`config.mk`:
```
export PLATFORM = sky130hd
export DESIGN_NAME = adder_arbiter
export DESIGN_NICKNAME = d
export VERILOG_FILES = /design/src/rtl/adder_arbiter.sv
export SDC_FILE = /design/constraint.sdc
export NUM_CORES = 1
export LEC_CHECK = 0
export ABC_AREA = 1
export CORE_MARGIN = 4
export CORE_UTILIZATION = 30
export CTS_BUF_LIST = sky130_fd_sc_hd__clkbuf_16
export DETAILED_ROUTE_END_ITERATION = 8
export GPL_TIMING_DRIVEN = 0
export MAX_ROUTING_LAYER = met4
export PLACE_DENSITY = 0.67
export RECOVER_POWER = 25
export SLEW_MARGIN = 20
export SYNTH_ARGS = -nofsm -noshare
export SYNTH_HDL_FRONTEND = slang
export SYNTH_SLANG_ARGS = --single-unit
```
`constraint.sdc`:
```
create_clock -name clk -period 3.6 [get_ports clk]
set_clock_uncertainty 0.15 [all_clocks]
set_input_delay 0.72 -clock clk [delete_from_list [all_inputs] [get_ports clk]]
set_output_delay 0.72 -clock clk [all_outputs]
set_load 0.01 [all_outputs]
```
`src/rtl/adder_arbiter.sv`:
```
// Round-robin arbiter feeding one shared adder into a single-entry result register.
// Define ADDER_ARBITER_SAT_EN to build the adder as a saturating two's-complement adder.
module adder_arbiter #(
  parameter int BITS    = 32,
  parameter int NUM_REQ = 4,
  localparam int IDW    = $clog2(NUM_REQ)
) (
  input  logic                    clk,
  input  logic                    rst_n,
  input  logic [NUM_REQ-1:0]      req_valid,
  input  logic [NUM_REQ*BITS-1:0] req_a,
  input  logic [NUM_REQ*BITS-1:0] req_b,
  output logic [NUM_REQ-1:0]      req_ready,
  output logic                    res_valid,
  output logic [BITS-1:0]         res_data,
  output logic [IDW-1:0]          res_id,
  input  logic                    res_ready
);

  // Handshake rule for both sides: a transfer happens in exactly the cycle
  // where valid and ready are both high at the rising clock edge; nothing
  // else moves data, and the producer must hold its payload while waiting.

  typedef enum logic {
    EMPTY = 1'b0,
    FULL  = 1'b1
  } state_t;

  state_t          state;
  state_t          state_next;
  logic [IDW-1:0]  ptr;
  logic [IDW-1:0]  winner;
  logic            found;
  logic            can_issue;
  logic            issue;
  logic [BITS-1:0] a_win;
  logic [BITS-1:0] b_win;
  logic [BITS-1:0] sum_raw;
  logic [BITS-1:0] sum;

  // Index k positions above p, wrapped into 0..NUM_REQ-1 without a modulo.
  function automatic logic [IDW-1:0] wrap_idx(input logic [IDW-1:0] p, input int k);
    int s;
    s = int'(p) + k;
    if (s >= NUM_REQ) s = s - NUM_REQ;
    return IDW'(s);
  endfunction

  // Search starts one past the last winner so the last winner has lowest priority.
  always_comb begin
    found  = 1'b0;
    winner = ptr;
    for (int k = 1; k <= NUM_REQ; k++) begin
      if (!found && req_valid[wrap_idx(ptr, k)]) begin
        found  = 1'b1;
        winner = wrap_idx(ptr, k);
      end
    end
  end

  assign can_issue = (state == EMPTY) || res_ready;
  assign issue     = rst_n && can_issue && found;

  always_comb begin
    req_ready = '0;
    if (issue) req_ready[winner] = 1'b1;
  end

  assign a_win   = req_a[winner*BITS +: BITS];
  assign b_win   = req_b[winner*BITS +: BITS];
  assign sum_raw = a_win + b_win;

`ifdef ADDER_ARBITER_SAT_EN
  logic overflow;
  // Overflow only when both operands share a sign and the sum flips it.
  assign overflow = (a_win[BITS-1] == b_win[BITS-1]) && (sum_raw[BITS-1] != a_win[BITS-1]);
  assign sum = !overflow     ? sum_raw :
               a_win[BITS-1] ? {1'b1, {(BITS-1){1'b0}}} :
                               {1'b0, {(BITS-1){1'b1}}};
`else
  assign sum = sum_raw;
`endif

  always_ff @(posedge clk) begin
    if (!rst_n) state <= EMPTY;
    else        state <= state_next;
  end

  always_comb begin
    state_next = state;
    case (state)
      EMPTY:   if (issue) state_next = FULL;
      FULL:    if (!issue && res_ready) state_next = EMPTY;
      default: state_next = EMPTY;
    endcase
  end

  always_comb begin
    res_valid = (state == FULL);
  end

  // Payload registers hold across a drain so res_data/res_id stay at their last value.
  always_ff @(posedge clk) begin
    if (!rst_n) begin
      res_data <= '0;
      res_id   <= '0;
      ptr      <= IDW'(NUM_REQ - 1);
    end else if (issue) begin
      res_data <= sum;
      res_id   <= winner;
      ptr      <= winner;
    end
  end

endmodule

```
Word-level counts from Yosys, hierarchy flattened
Index checks and enable logic that the tools add are counted.
- output and inout bits: 39
- input bits: 263
- bits in registers: 37
- order comparisons: 10
- bitwise operators: 1
- add/sub/neg operators: 9
- reduce and logical (&&, ||, !) cells: 12
- muxes and demuxes: 26
- shift-type cells: 2
- operator list (operator ; count):
    $shiftx A128 B8 Y32 ; 2
    $add A32 B32 Y32 ; 1
    $mux W2 ; 8
    $lt A2 B3 Y1 const B ; 5
    $mux W1 ; 11
    $ge A3 B3 Y1 const B ; 3
    $bmux W1 S2 ; 4
    $sub A2 B1 Y2 const B ; 4
    $logic_and A1 B1 Y1 ; 7
    $add A2 B2 Y3 const B ; 2
    $add A2 B3 Y4 const B ; 1
    $ge A4 B3 Y1 const B ; 1
    $logic_not A1 Y1 ; 4
    $mux W4 ; 1
    $add A2 B1 Y3 const B ; 1
    $demux W1 S2 ; 1
    $ge A2 B1 Y1 const B ; 1
    $pmux W1 S2 ; 1
    $logic_or A1 B1 Y1 ; 1
    $not A1 Y1 ; 1

Depth between registers and ports, before layout
- depth after elaboration: 20
- depth in mapped cells: 32
- mapped depth without buffers: 31

Worst setup path before layout
No wires, ideal clock.
- path kind: input -> register
- from: input port req_valid[2]
- to: register res_data[20]
- stages on the path: 27
- arrival: 3635 ps
- slack: -259 ps
- path through: nand2_1 nand2_1 nand2_2 nand2_4 inv_2 nand2_2 nand2_4 nand2_8 inv_6 nand2_8 buf_6 o22a_1 o221ai_2 inv_2 ha_1 fa_1 nand3_1 nand2_1 a21oi_1 o21ai_0 nand2_1 nand2_1 nor2_1 nor2_1 nand2_1 nand2_1 o21ai_0
- word-level cells in the longest chain between the ends: 14
- elaborated cells between the ends (all ways): 26
- classes of those cells: add/sub: 1; shift: 2; mux: 16; reduce/logical: 7
- RTL lines (item ; RTL line ; RTL):
    start, declared ; 10 ; input logic [NUM_REQ-1:0] req_valid,
    $bmux W1 S2 ; 54 ; if (!found && req_valid[wrap_idx(ptr, k)]) begin
    $mux W1 (implied by the code) ; 54 ;
    $mux W1 ; 54 ;
    $logic_not A1 Y1 ; 54 ;
    $logic_and A1 B1 Y1 ; 54 ;
    $mux W1 ; 54 ;
    $logic_not A1 Y1 ; 54 ;
    $logic_and A1 B1 Y1 ; 54 ;
    $mux W1 ; 54 ;
    $logic_not A1 Y1 ; 54 ;
    $logic_and A1 B1 Y1 ; 54 ;
    $mux W2 ; 54 ;
    $shiftx A128 B8 Y32 (on tied branches) ; 69, 70 ;
    $add A32 B32 Y32 ; 71 ; assign sum_raw = a_win + b_win;
    end signal, assigned ; 109 ; res_data <= sum;
    end, declared ; 15 ; output logic [BITS-1:0] res_data,
Parallel ways exist; a longest one is shown, timed or not. The select of a mux whose other input is x is not followed.
A chain may end at the register's enable or synchronous reset.

Worst setup path after layout
- from: input port req_valid[1]
- to: register res_data[26]
The elaborated chain is that of the path after synthesis.

==> impl_summary.md <==
Floorplan
The horizontal extent of the die is 145 um. The die footprint is 21100 sq um. The floorplan step set the die height to 145 um. The floorplan has 49 rows.

Once the floorplan was initialized, standard cells occupied 31.0% of the core. The I/O pin total is 302. The core region is 18300 sq um.

STA
In the final timing run, aggregate negative setup slack is -1880 ps. The number of slew-limit violations in the final report is 0. The maximum frequency from static timing analysis is roughly 260 MHz. The tightest slew margin relative to the limit is 61.1%. For the pin with the worst max-slew slack, the measured transition is 583 ps.

The hold violation count in the final report is 0. Setup violations remaining at the end of the flow were counted as 18. For the finished layout, the period the worst path requires is about 3800 ps. Setup repair after global routing could not meet its margin everywhere. After layout, the worst path uses 106% of the clock period.

The least setup slack across all paths after layout is -224 ps.

Layout
From synthesis to final layout, the design area changed by 97.8%. The fraction of final layout cells with drive strength greater than 1 is 41.3%. The final cell count without fillers is 1418.

0 antenna diodes ended up in the layout. The final cell utilization of the core is 61.3%. Fill cells in the final layout number 1623. Summing all multi-input logic gate instances after layout gives 5310 sq um.

Summing all flip-flop and latch instances after layout gives 748 sq um. The net count of the finished layout is 1483.

Clock tree
The tree is rooted in a clkbuf_16. The worst-case clock buffer depth is 2. TritonCTS built the clock tree. The source-to-sink clock delay at the later pin of the worst-skew pair is 280 ps.

The clock slew at the register clock pins of the worst setup and hold paths is roughly 60 ps. The number of buffers inserted during clock tree synthesis is 5. The total number of H-tree levels is 2. The number of buffers added to fix hold violations after cts is 0. The number of sinks on the clock net is 37.

Logic synthesis
The most common flop cell mapped by yosys is dfxtp_1. The number of enable flip-flop cells after synthesis is 0. The mean instance size in the synthesized netlist is about 7 sq um. The synthesis-stage register bit count is 37. The total of warnings raised by yosys is 0.

In the synthesized netlist, the number of instances is 811. The cell taking the most area after synthesis is o221ai_2. After synthesis, the cell types taking the most area are o221ai_2 15%, dfxtp_1 13%, nand2_1 9.7%.

The number of nets in the synthesized netlist is about 1100. The async set-reset flop share out of synthesis is 0%. The fraction of the yosys area taken by sequential cells is 13.1%. The commonest cells after synthesis are 146 x nand2_1, 99 x inv_2, 59 x inv_1. Summed over its instances, the top area cell type makes up 14.6% of the synthesized netlist area. Yosys instantiated no cell more often than nand2_1.

After synthesis, the netlist uses 46 different library cells. Summing every instance area after synthesis gives 5670 sq um.

Setup path
In this run the worst setup path begins at req_valid[1]. The capture point of the worst path is res_data[26]$_SDFFE_PN0P_. STA classifies the critical path startpoint as an input pin. The worst setup path is of the input pin to register kind. The critical path endpoint category is a register.

The launching point of the worst reg2reg path is ptr[0]$_SDFFE_PN1P_. Data on the critical path arrives at its endpoint at 3860 ps. The maximum fanout count along the critical path is 5. The required time at the worst-slack endpoint is 3640 ps. The path depth of the worst reg2reg path is 25.

In this run the critical register-to-register path is captured at res_data[26]$_SDFFE_PN0P_. The register-to-register setup slack is -200 ps.

Placement
The count of placed standard cells including taps is about 1300. The final weighted congestion in routability-driven placement is 0.963. The detailed-placement wirelength estimate is roughly 22000 um. The worst slack after detailed placement is -1270 ps.

The count of buffers added on input and output ports is 300.

Drt
In the final routed layout, each cell accounts on average for between 15 and 20 um. The routed design has about 28000 um of wire. The overall via count from detail_route is between 7000 and 8000.

The first detailed-routing pass took 5 iterations. In the routed layout, each cell is associated on average with a via count of about 5.2. The remaining number of nets flagged by the antenna check after routing is 0. After detailed routing, the number of remaining DRC violations is 0. The detailed router finished its first iteration with 396 violations.

Global route
The via count of the first global-routing pass is 7560. The total routing usage reported by global routing is around 25%. The initial antenna violation count is 0. The total congestion overflow is 0.

The maximum number of pins on one net before global-route repair is 14. The first global-routing pass estimated roughly 41000 um of wire.

Worst hold path
In this run the worst hold path is classified as register to register.

Flow run
The number of max-cap violations is 0.

Status
The flow ran to the end, but the final reports show violations. The final reports fail on negative setup slack.
through the flow:
stage | instance area [sq um] | hold slack, ps
after floorplan | 5830 | 337
after global placement | 9120 | 307
after detailed placement | 9120 | 309
after CTS | 10500 | 318
after global routing | 11200 | 343
final | 11200 | 312
timing repair:
item,4_1_cts,5_1_grt
gates cloned,3,1
endpoints found under the setup margin,34,28
resized for setup,200,112
pin swaps,64,58
setup buffers,41,25
cells in the final DEF (no fill, tap or decap), types with 5 or more instances in the layout:
cell and count:
inv_1 47, dfxtp_1 35, buf_12 9, clkdlybuf4s50_1 284, o22a_1 26, a21oi_2 12, ha_4 28, o21ai_0 22
nand3_2 7, a21o_1 7, o221ai_4 11, nand4_1 5, nand2_8 6, buf_4 64, o22ai_1 6, nand2_4 25
nor2_2 10, nand2_2 32, dlygate4sd3_1 12, nor2_1 36, clkbuf_16 6, inv_2 106, o22ai_2 28, o21ai_1 14
nand2_1 103, buf_6 19, a21oi_4 10, xnor2_1 7, nand3_1 44, o21ai_2 6, a21oi_1 22, o221ai_2 50
state kept, by name, indices dropped and copies added (netlist names):
register,count
res_id,2
res_valid,1
res_data,32
ptr,2
routing by layer:
layer	wire length, um	vias to the layer above	GRT usage (%)	part of all wire [%]
met5	0	-	-	0
met4	647	0	5.75	2.3
met3	1230	49	3.27	4.4
met2	14400	253	45.8	52
met1	11600	3492	29.0	42
li1	-	3581	-	-
critical path, cell delays in order:
cell      delay (ps)
buf_6            100
inv_1             40
nand2_1           60
nand3_1          150
nand2_2           90
nor2_4           140
nand3_4          110
nand2_8          160
nand2_8          120
buf_12           160
o22a_1           230
o221ai_4          80
inv_2             70
ha_4             170
fa_2             380
nand3_2           90
nand2_4           70
a21oi_4          230
o211ai_1         110
buf_4            160
nand2_2           60
a21oi_1           60
nor2_1           110
nand2_1           70
nand2_1           60
inv_1             30
worst min path at each step:
stage	from	endpoint	depth (start not counted)
floorplan	res_data[0]$_SDFFE_PN0P_	res_data[0]$_SDFFE_PN0P_	2
global placement	res_data[1]$_SDFFE_PN0P_	res_data[1]$_SDFFE_PN0P_	2
detailed placement	res_data[1]$_SDFFE_PN0P_	res_data[1]$_SDFFE_PN0P_	2
CTS	res_data[1]$_SDFFE_PN0P_	res_data[1]$_SDFFE_PN0P_	2
global route	res_data[9]$_SDFFE_PN0P_	res_data[9]$_SDFFE_PN0P_	2
finish	res_data[1]$_SDFFE_PN0P_	res_data[1]$_SDFFE_PN0P_	2
cell type report:
| cell class | count | share of cell area [%] |
|---|---|---|
| Buffer | 36 | 3.49 |
| Clock buffer | 5 | 1.12 |
| Clock inverter | 3 | 0.614 |
| Inverter | 160 | 5.72 |
| Multi-Input combinational cell | 579 | 47.4 |
| Sequential cell | 37 | 6.68 |
| Tap cell | 229 | 2.56 |
| Timing Repair Buffer | 369 | 32.4 |
kinds of logic after synthesis:
kind of cell | count (synthesis) | synth area share [%]
flops | 37 | 13.1
compound gates | 247 | 39.1
xor+xnor | 14 | 2.16
fa+ha+maj | 32 | 7.20
buf+inv | 196 | 15.1
simple gates | 285 | 23.3
Power is not shown: default switching activity piles up to over one toggle a cycle in this logic, so the estimate is an artifact.
